$ cat src/rtl/bcd_sevenseg_mux.sv
// Three-digit multiplexed BCD seven-segment driver.
// A prescaler divides the clock into digit slots; a scan index walks the
// hundreds, tens and units digits in turn. Inputs are captured into shadow
// registers once per frame so a display never mixes two input values.
// Every output is registered and reflects the scan state of the previous cycle.
module bcd_sevenseg_mux #(
    parameter int DIV   = 50000,
    parameter int GUARD = 4
) (
    input  logic       clk,
    input  logic       rst,
    input  logic [3:0] d2,
    input  logic [3:0] d1,
    input  logic [3:0] d0,
    input  logic [2:0] dp,
    input  logic       blank_lz,
    output logic [6:0] seg,
    output logic       dp_n,
    output logic [3:0] an,
    output logic       frame
);

    localparam int PW = (DIV > 1) ? $clog2(DIV) : 1;

    localparam logic [PW-1:0] PCNT_MAX = PW'(DIV - 1);
    localparam logic [PW-1:0] PCNT_ONE = PW'(1);
    localparam logic [PW-1:0] GUARD_V  = PW'(GUARD);

    // Scan index states: one per displayed digit
    localparam logic [1:0] S0 = 2'd0;
    localparam logic [1:0] S1 = 2'd1;
    localparam logic [1:0] S2 = 2'd2;

    localparam logic [6:0] SEG_OFF  = 7'h7F;
    localparam logic [3:0] AN_OFF   = 4'b1111;

    // Active-low gfedcba pattern for one BCD digit; non-BCD codes show a dash
    function automatic logic [6:0] seg7_decode(input logic [3:0] v);
        logic [6:0] s;
        case (v)
            4'd0:    s = 7'h40;
            4'd1:    s = 7'h79;
            4'd2:    s = 7'h24;
            4'd3:    s = 7'h30;
            4'd4:    s = 7'h19;
            4'd5:    s = 7'h12;
            4'd6:    s = 7'h02;
            4'd7:    s = 7'h78;
            4'd8:    s = 7'h00;
            4'd9:    s = 7'h10;
            default: s = 7'h3F;
        endcase
        return s;
    endfunction

    logic [PW-1:0] pcnt_q, pcnt_d;
    logic [1:0]    idx_q, idx_d;
    logic [3:0]    sh2_q, sh2_d;
    logic [3:0]    sh1_q, sh1_d;
    logic [3:0]    sh0_q, sh0_d;
    logic [2:0]    shdp_q, shdp_d;
    logic [6:0]    seg_q, seg_d;
    logic          dp_n_q, dp_n_d;
    logic [3:0]    an_q, an_d;
    logic          frame_q, frame_d;

    logic          tick;
    logic          snap;

    // Prescaler, scan index advance and once-per-frame input snapshot
    always_comb begin
        tick    = (pcnt_q == PCNT_MAX);
        snap    = tick && (idx_q == S2);
        pcnt_d  = tick ? '0 : (pcnt_q + PCNT_ONE);
        idx_d   = idx_q;
        if (tick) begin
            case (idx_q)
                S0:      idx_d = S1;
                S1:      idx_d = S2;
                default: idx_d = S0;
            endcase
        end
        sh2_d   = sh2_q;
        sh1_d   = sh1_q;
        sh0_d   = sh0_q;
        shdp_d  = shdp_q;
        if (snap) begin
            sh2_d  = d2;
            sh1_d  = d1;
            sh0_d  = d0;
            shdp_d = dp;
        end
        frame_d = snap;
    end

    // Output pattern for the current slot: guard interval, blanking, then digit
    always_comb begin
        logic [3:0] digit;
        logic       dp_sel;
        logic       guard;
        logic       blank;

        case (idx_q)
            S0:      begin digit = sh0_q; dp_sel = shdp_q[0]; end
            S1:      begin digit = sh1_q; dp_sel = shdp_q[1]; end
            default: begin digit = sh2_q; dp_sel = shdp_q[2]; end
        endcase

        guard = (pcnt_q < GUARD_V);
        // Leading-zero blanking uses the live enable but the shadowed digits
        blank = blank_lz &&
                (((idx_q == S2) && (sh2_q == 4'd0)) ||
                 ((idx_q == S1) && (sh2_q == 4'd0) && (sh1_q == 4'd0)));

        seg_d  = SEG_OFF;
        an_d   = AN_OFF;
        dp_n_d = 1'b1;
        if (!guard && !blank) begin
            seg_d  = seg7_decode(digit);
            dp_n_d = ~dp_sel;
            case (idx_q)
                S0:      an_d = 4'b1110;
                S1:      an_d = 4'b1101;
                default: an_d = 4'b1011;
            endcase
        end
    end

    // State and output registers; reset overrides the prescaler tick
    always_ff @(posedge clk) begin
        if (rst) begin
            pcnt_q  <= '0;
            idx_q   <= S0;
            sh2_q   <= 4'd0;
            sh1_q   <= 4'd0;
            sh0_q   <= 4'd0;
            shdp_q  <= 3'd0;
            seg_q   <= SEG_OFF;
            an_q    <= AN_OFF;
            dp_n_q  <= 1'b1;
            frame_q <= 1'b0;
        end else begin
            pcnt_q  <= pcnt_d;
            idx_q   <= idx_d;
            sh2_q   <= sh2_d;
            sh1_q   <= sh1_d;
            sh0_q   <= sh0_d;
            shdp_q  <= shdp_d;
            seg_q   <= seg_d;
            an_q    <= an_d;
            dp_n_q  <= dp_n_d;
            frame_q <= frame_d;
        end
    end

    assign seg   = seg_q;
    assign dp_n  = dp_n_q;
    assign an    = an_q;
    assign frame = frame_q;

endmodule

$ cat config.mk
export PLATFORM = sky130hd
export DESIGN_NAME = bcd_sevenseg_mux
export DESIGN_NICKNAME = d
export VERILOG_FILES = /design/src/rtl/bcd_sevenseg_mux.sv
export SDC_FILE = /design/constraint.sdc
export NUM_CORES = 1
export LEC_CHECK = 0
export ABC_AREA = 0
export CELL_PAD_IN_SITES_DETAIL_PLACEMENT = 1
export CELL_PAD_IN_SITES_GLOBAL_PLACEMENT = 1
export CORE_ASPECT_RATIO = 0.6
export CORE_MARGIN = 1.5
export CORE_UTILIZATION = 36
export DETAILED_ROUTE_END_ITERATION = 10
export PLACE_DENSITY = 0.84
export SLEW_MARGIN = 20
export SYNTH_ARGS = -nofsm -noshare
export SYNTH_HDL_FRONTEND = slang
export SYNTH_SLANG_ARGS = --single-unit
$ cat constraint.sdc
create_clock -name clk -period 1.75 [get_ports clk]
set_input_delay 0.2625 -clock clk [delete_from_list [all_inputs] [get_ports clk]]
set_output_delay 0.2625 -clock clk [all_outputs]
set_load 0.02 [all_outputs]
-- After elaboration in Yosys (flattened, before gate mapping)
Memory sizes are Yosys's and may differ from the RTL's. A register that Yosys moved wholly into a read port is not among the register bits.
Cells that the tools add are included.
- eq/ne operators: 3
- $add $sub $neg: 1
- mux-type cells: 4
- bitwise gates (word level): 2
- reductions and logical operators: 14
- order comparisons: 1
- operator list (cell ; count):
    $add 16x1->16 const B ; 1
    $eq 16x16->1 const B ; 1
    $lt 16x3->1 const B ; 1
    $logic_not 4->1 ; 2
    $pmux 4 s2 ; 1
    $logic_and 1x1->1 ; 6
    $pmux 3 s2 ; 1
    $pmux 2 s2 ; 1
    $reduce_or 2->1 ; 2
    $eq 2x1->1 const B ; 1
    $eq 2x2->1 const B ; 1
    $logic_not 1->1 ; 2
    $logic_not 2->1 ; 1
    $not 1->1 ; 2
    $pmux 1 s2 ; 1
    $logic_or 1x1->1 ; 1
- register bits after elaboration: 39
- memory bits (read-only): 112
- output and inout bits: 13
- memories kept: 1
- bits of input ports: 18
- word-level logic and storage cells: 35
- memory list (memory ; words ; width ; rd ports ; clocked after Yosys merged registers in ; write ports ; RTL line ; text):
    (no name shown) ; 16 ; 7 ; 1 ; 1 ; 0 ; 40 ; case (v)

-- Depth between registers and ports, before layout
- depth after elaboration: 9
- gate-level depth with buffers: 8
- depth with buffers taken out: 6

-- Least setup slack after synthesis
Ideal clock, no wire load.
- path kind: register -> register
- start: reg idx_q[1]
- end: reg seg_q[3], in the netlist seg[3]
- arrival: 1548 ps
- path buffers: 2
- slack: 67 ps
- setup time: 134 ps
- stages on the path, launching flop included: 9
- clock period less this slack: 1683 ps
- data required time: 1616 ps
- cells stage by stage: dfxtp_1 -> buf_2 -> clkbuf_1 -> nand2_1 -> o21ai_1 -> inv_1 -> ha_1 -> nor3_1 -> nand4b_1
- longest elaborated chain between the ends: 9
- elaborated cells between the ends (all ways): 13
- those cells by class: eq/ne: 2; mux: 1; bitwise: 1; reduce/logical: 9
- RTL lines (item ; RTL line ; text):
    start, declared ; 57 ; logic [1:0] idx_q, idx_d;
    start signal, assigned ; 144 ; idx_q <= idx_d;
    $eq 2x1->1 ; 103, 113 ;
    $logic_and 1x1->1 (2 in a row) ; 113 ; ((idx_q == S1) && (sh2_q == 4'd0) && (sh1_q == 4'd0)));
    $logic_or 1x1->1 ; 112 ; (((idx_q == S2) && (sh2_q == 4'd0)) ||
    $logic_and 1x1->1 ; 111 ; blank = blank_lz &&
    $logic_not 1->1 ; 118 ; if (!guard && !blank) begin
    $logic_and 1x1->1 ; 118 ;
    $not 1->1 (no source line) ; n/a ;
    $reduce_or 2->1 (no source line) ; n/a ;
    end, declared ; 62 ; logic [6:0] seg_q, seg_d;
Parallel ways exist; a longest one is shown, timed or not.
A chain may end at the register's enable or synchronous reset.

-- Worst setup path in the final report
- start: reg pcnt_q[5]
- end: reg pcnt_q[15]
- longest elaborated chain between the ends: 2
- elaborated cells between the ends (all ways): 3
- those cells by class: add/sub: 1; eq/ne: 1; reduce/logical: 1
- RTL lines (item ; RTL line ; text):
    start, declared ; 56 ; logic [PW-1:0] pcnt_q, pcnt_d;
    start signal, assigned ; 143 ; pcnt_q <= pcnt_d;
    parallel branches: the longest is 2 deep, another holds $add 16x1->16 ; n/a ;
Parallel ways; which one is timed is not known.

==> summary.txt <==
Hold path
  • Hold crit path type: register to register
  • Min-delay src: pcnt_q[0]$_SDFF_PP0_

GRT
  • Met1 usage: 29.1%
  • GRT met2 Usage: 28.3%
  • Grt peak-use layer: met1
  • Pin count of the biggest net entering global routing: 21
  • GRT overflow: 0
  • Vias in the first global route: 1797
  • Met3 Use GR: 4.81%
  • First-pass GRT wire length: 9220 um
  • GRT Total Usage: 19.8%
  • Initial antenna violation count: 0

Floorplan
  • Core Area: 0.00560 mm^2
  • IO Count: 31
  • Total die area: 0.00628 mm^2
  • Die X: 101 um
  • FP Rows: 21
  • Die Y: 62.0 um
  • Initial core utilization: 37.3%

Timing
  • Clock skew: 0.00578 ns
  • Fmax: 586 MHz
  • Hold Fails Final Rpt: 0
  • Fin worst setup slack: 0.0442 ns
  • Final setup fails: 0
  • Period minus WS final: 1.71 ns
  • Final slew viol count: 0
  • Crit share post-route: 97.5%
  • Post-route setup TNS: 0 ns
  • Unrepaired setup endpoints after global routing: yes

Clock tree
  • Post-CTS Setup Bufs: 0
  • Root Buffer: clkbuf_8
  • Clock sink count: 45
  • CTS Buffer Depth: 2
  • Hold buffers post-CTS: 0
  • H-Tree Depth: 2
  • Clock latency at the later pin of the worst-skew pair: 0.30 ns
  • Total CTS buffers: 5
  • CTS tree: done
  • CTS clock-pin slew for the worst setup and hold paths: 0.09 ns

Synthesis
  • Fraction of synthesized cell area in xor and xnor cells: 5.03%
  • Area leader, netlist: dfxtp_1
  • Area contributors post-synth: dfxtp_1, nand4_1, o31ai_1
  • Asr flop ratio synth: 0%
  • Yosys cell types: 41
  • Count leader, synth: dfxtp_1
  • Cell Area, Synth: 0.00209 mm^2
  • Post-synthesis compound-gate area fraction: 17.0%
  • Ys Warns: 0
  • Syn_nets: 262
  • Register area share after synthesis: 43.1%
  • Largest family of logic cells by synthesized area: simple AND/OR/NAND/NOR gates
  • Post-Synth Simple-Gate Area: 24.6%
  • Number of synthesized flops with an enable pin: 0
  • Adder-cell share of the synthesized area: 2.40%
  • Post-synthesis mux area share: 2.40%
  • Ys flop type: dfxtp_1
  • Top cell type's share of synthesized area: 43.1%
  • Top post-synthesis cells by count: dfxtp_1, a21oi_1, nand4_1
  • Synth Instances: 240
  • Syn avg cell area: 8.70 um^2
  • Flop and latch count out of synthesis: 45

Status
  • Outcome: complete, no violations

Setup path
  • Crit path capture type: register
  • Worst Path Arrival: 1.94 ns
  • CP required: 1.98 ns
  • Setup CP Type: register to register
  • Reg2reg start: pcnt_q[5]$_SDFF_PP0_
  • CP Launch Point: pcnt_q[5]$_SDFF_PP0_
  • Crit path max fanout: 6
  • Crit start category: register

Finish
  • Share of layout cells above drive strength 1: 18.9%
  • Final cell count without fillers: 360
  • Syn-to-layout area delta: 30.2%
  • Ant. Diodes: 0
  • Number of fill cells: 688
  • Nets: 301

Place
  • Cells after DPL: 351
  • GPL Wtd Cong: 0.838
  • HPWL reported at the end of detailed placement: 4330 um
  • Worst slack, placed: -0.0380 ns
  • Port Buffers: 29

Drt
  • DR DRC count: 0
  • 1st-iter DRT viols: 99
  • Drt wl/cell: 16.6 um
  • ANT nets after route: 0
  • Post-Route WL: 5990 um
  • Vias per cell: 5.44
  • Via count: 1958
  • First-pass DRT Iterations: 4

Power
  • Power per cell area: 684 mW/mm^2
  • Peak supply drop: 0.281 mV
  • Pleak: 0.909 nW

Job
  • Maxcap violations: 0
==> area by class of cell <==
cell class              instances  area, um^2  area share, %
inverters                       7        26.3          0.966
repair buffers                 51         460           16.9
well taps                      80         100           3.68
flip-flops and latches         45         911           33.5
clock buffers                   7        96.3           3.54
multi-input cells             169        1120           41.2
clock inverters                 1        5.00          0.184
==> worst max-delay path, cell delays in order (launching register included) <==
cell and delay, ns:
dfxtp_2 0.39, nand3_4 0.13, or4_4 0.60, or3_1 0.37, a21oi_1 0.16
==> per-stage QoR <==
step	util [%]	total power, mW	instance area [um^2]	hold WS (ns)
6_report	48.6	1.86	2720	0.463
3_5_place_dp	45.6	1.17	2550	0.452
5_1_grt	48.6	1.93	2720	0.489
2_1_floorplan	-	1.11	2090	0.367
3_3_place_gp	45.6	1.17	2550	0.440
4_1_cts	47.7	1.88	2670	0.471
==> power by group <==
part           leakage [nW]  internal, mW  total [mW]  switching, mW
Sequential            0.368          1.03        1.04        0.00633
Combinational         0.487        0.0607       0.107         0.0462
Clock                0.0542         0.357       0.713          0.356
==> flip-flops by register name (all words and copies together), names as in the netlist <==
signal,count
sh2_q,4
pcnt_q,16
an,3
frame,1
shdp_q,3
sh0_q,4
idx_q,2
dp_n,1
seg,7
sh1_q,4
==> cell usage in the layout (no fill, tap or decap), types with 2 or more instances in the layout <==
cell / n
a21oi_1: 21
buf_4: 19
buf_6: 2
clkbuf_8: 7
clkdlybuf4s50_1: 29
dfxtp_1: 37
dfxtp_2: 8
ha_1: 4
inv_1: 7
mux2i_1: 5
nand2_1: 13
nand3_1: 9
nand4_1: 20
nand4b_1: 2
nor2_1: 18
nor2b_1: 2
nor3_1: 3
nor3_2: 3
nor4_1: 8
o211ai_1: 2
o21a_1: 2
o21a_2: 2
o21ai_0: 8
o21ai_1: 3
o31ai_1: 12
o31ai_2: 3
or3_1: 2
xnor2_1: 11
==> routing by layer <==
metal,share of wire [%],vias up
li1,-,953
met1,52,939
met2,41,56
met3,5.5,10
met4,1.4,0
met5,0,-
==> cells by family after synthesis <==
kind of cell,after synthesis
simple gates,90
compound gates,57
flops,45
buf+inv,26
xor+xnor,12
mux,5
fa+ha+maj,4
other cells,1
==> path summary, 6_finish.rpt <==
path,to,slack [ns],cells past startpoint
max reg2reg,pcnt_q[15]$_SDFF_PP0_,0.04,4
min reg2reg,pcnt_q[0]$_SDFF_PP0_,0.46,1
min,pcnt_q[0]$_SDFF_PP0_,0.46,1
max,pcnt_q[15]$_SDFF_PP0_,0.04,4
==> repair_timing <==
item,in CTS,in global routing
cloned,0,1
gates resized for setup,4,15
pin swaps,0,3
setup endpoints to repair,15,25
Note: power is estimated with default switching activity, not from simulation.
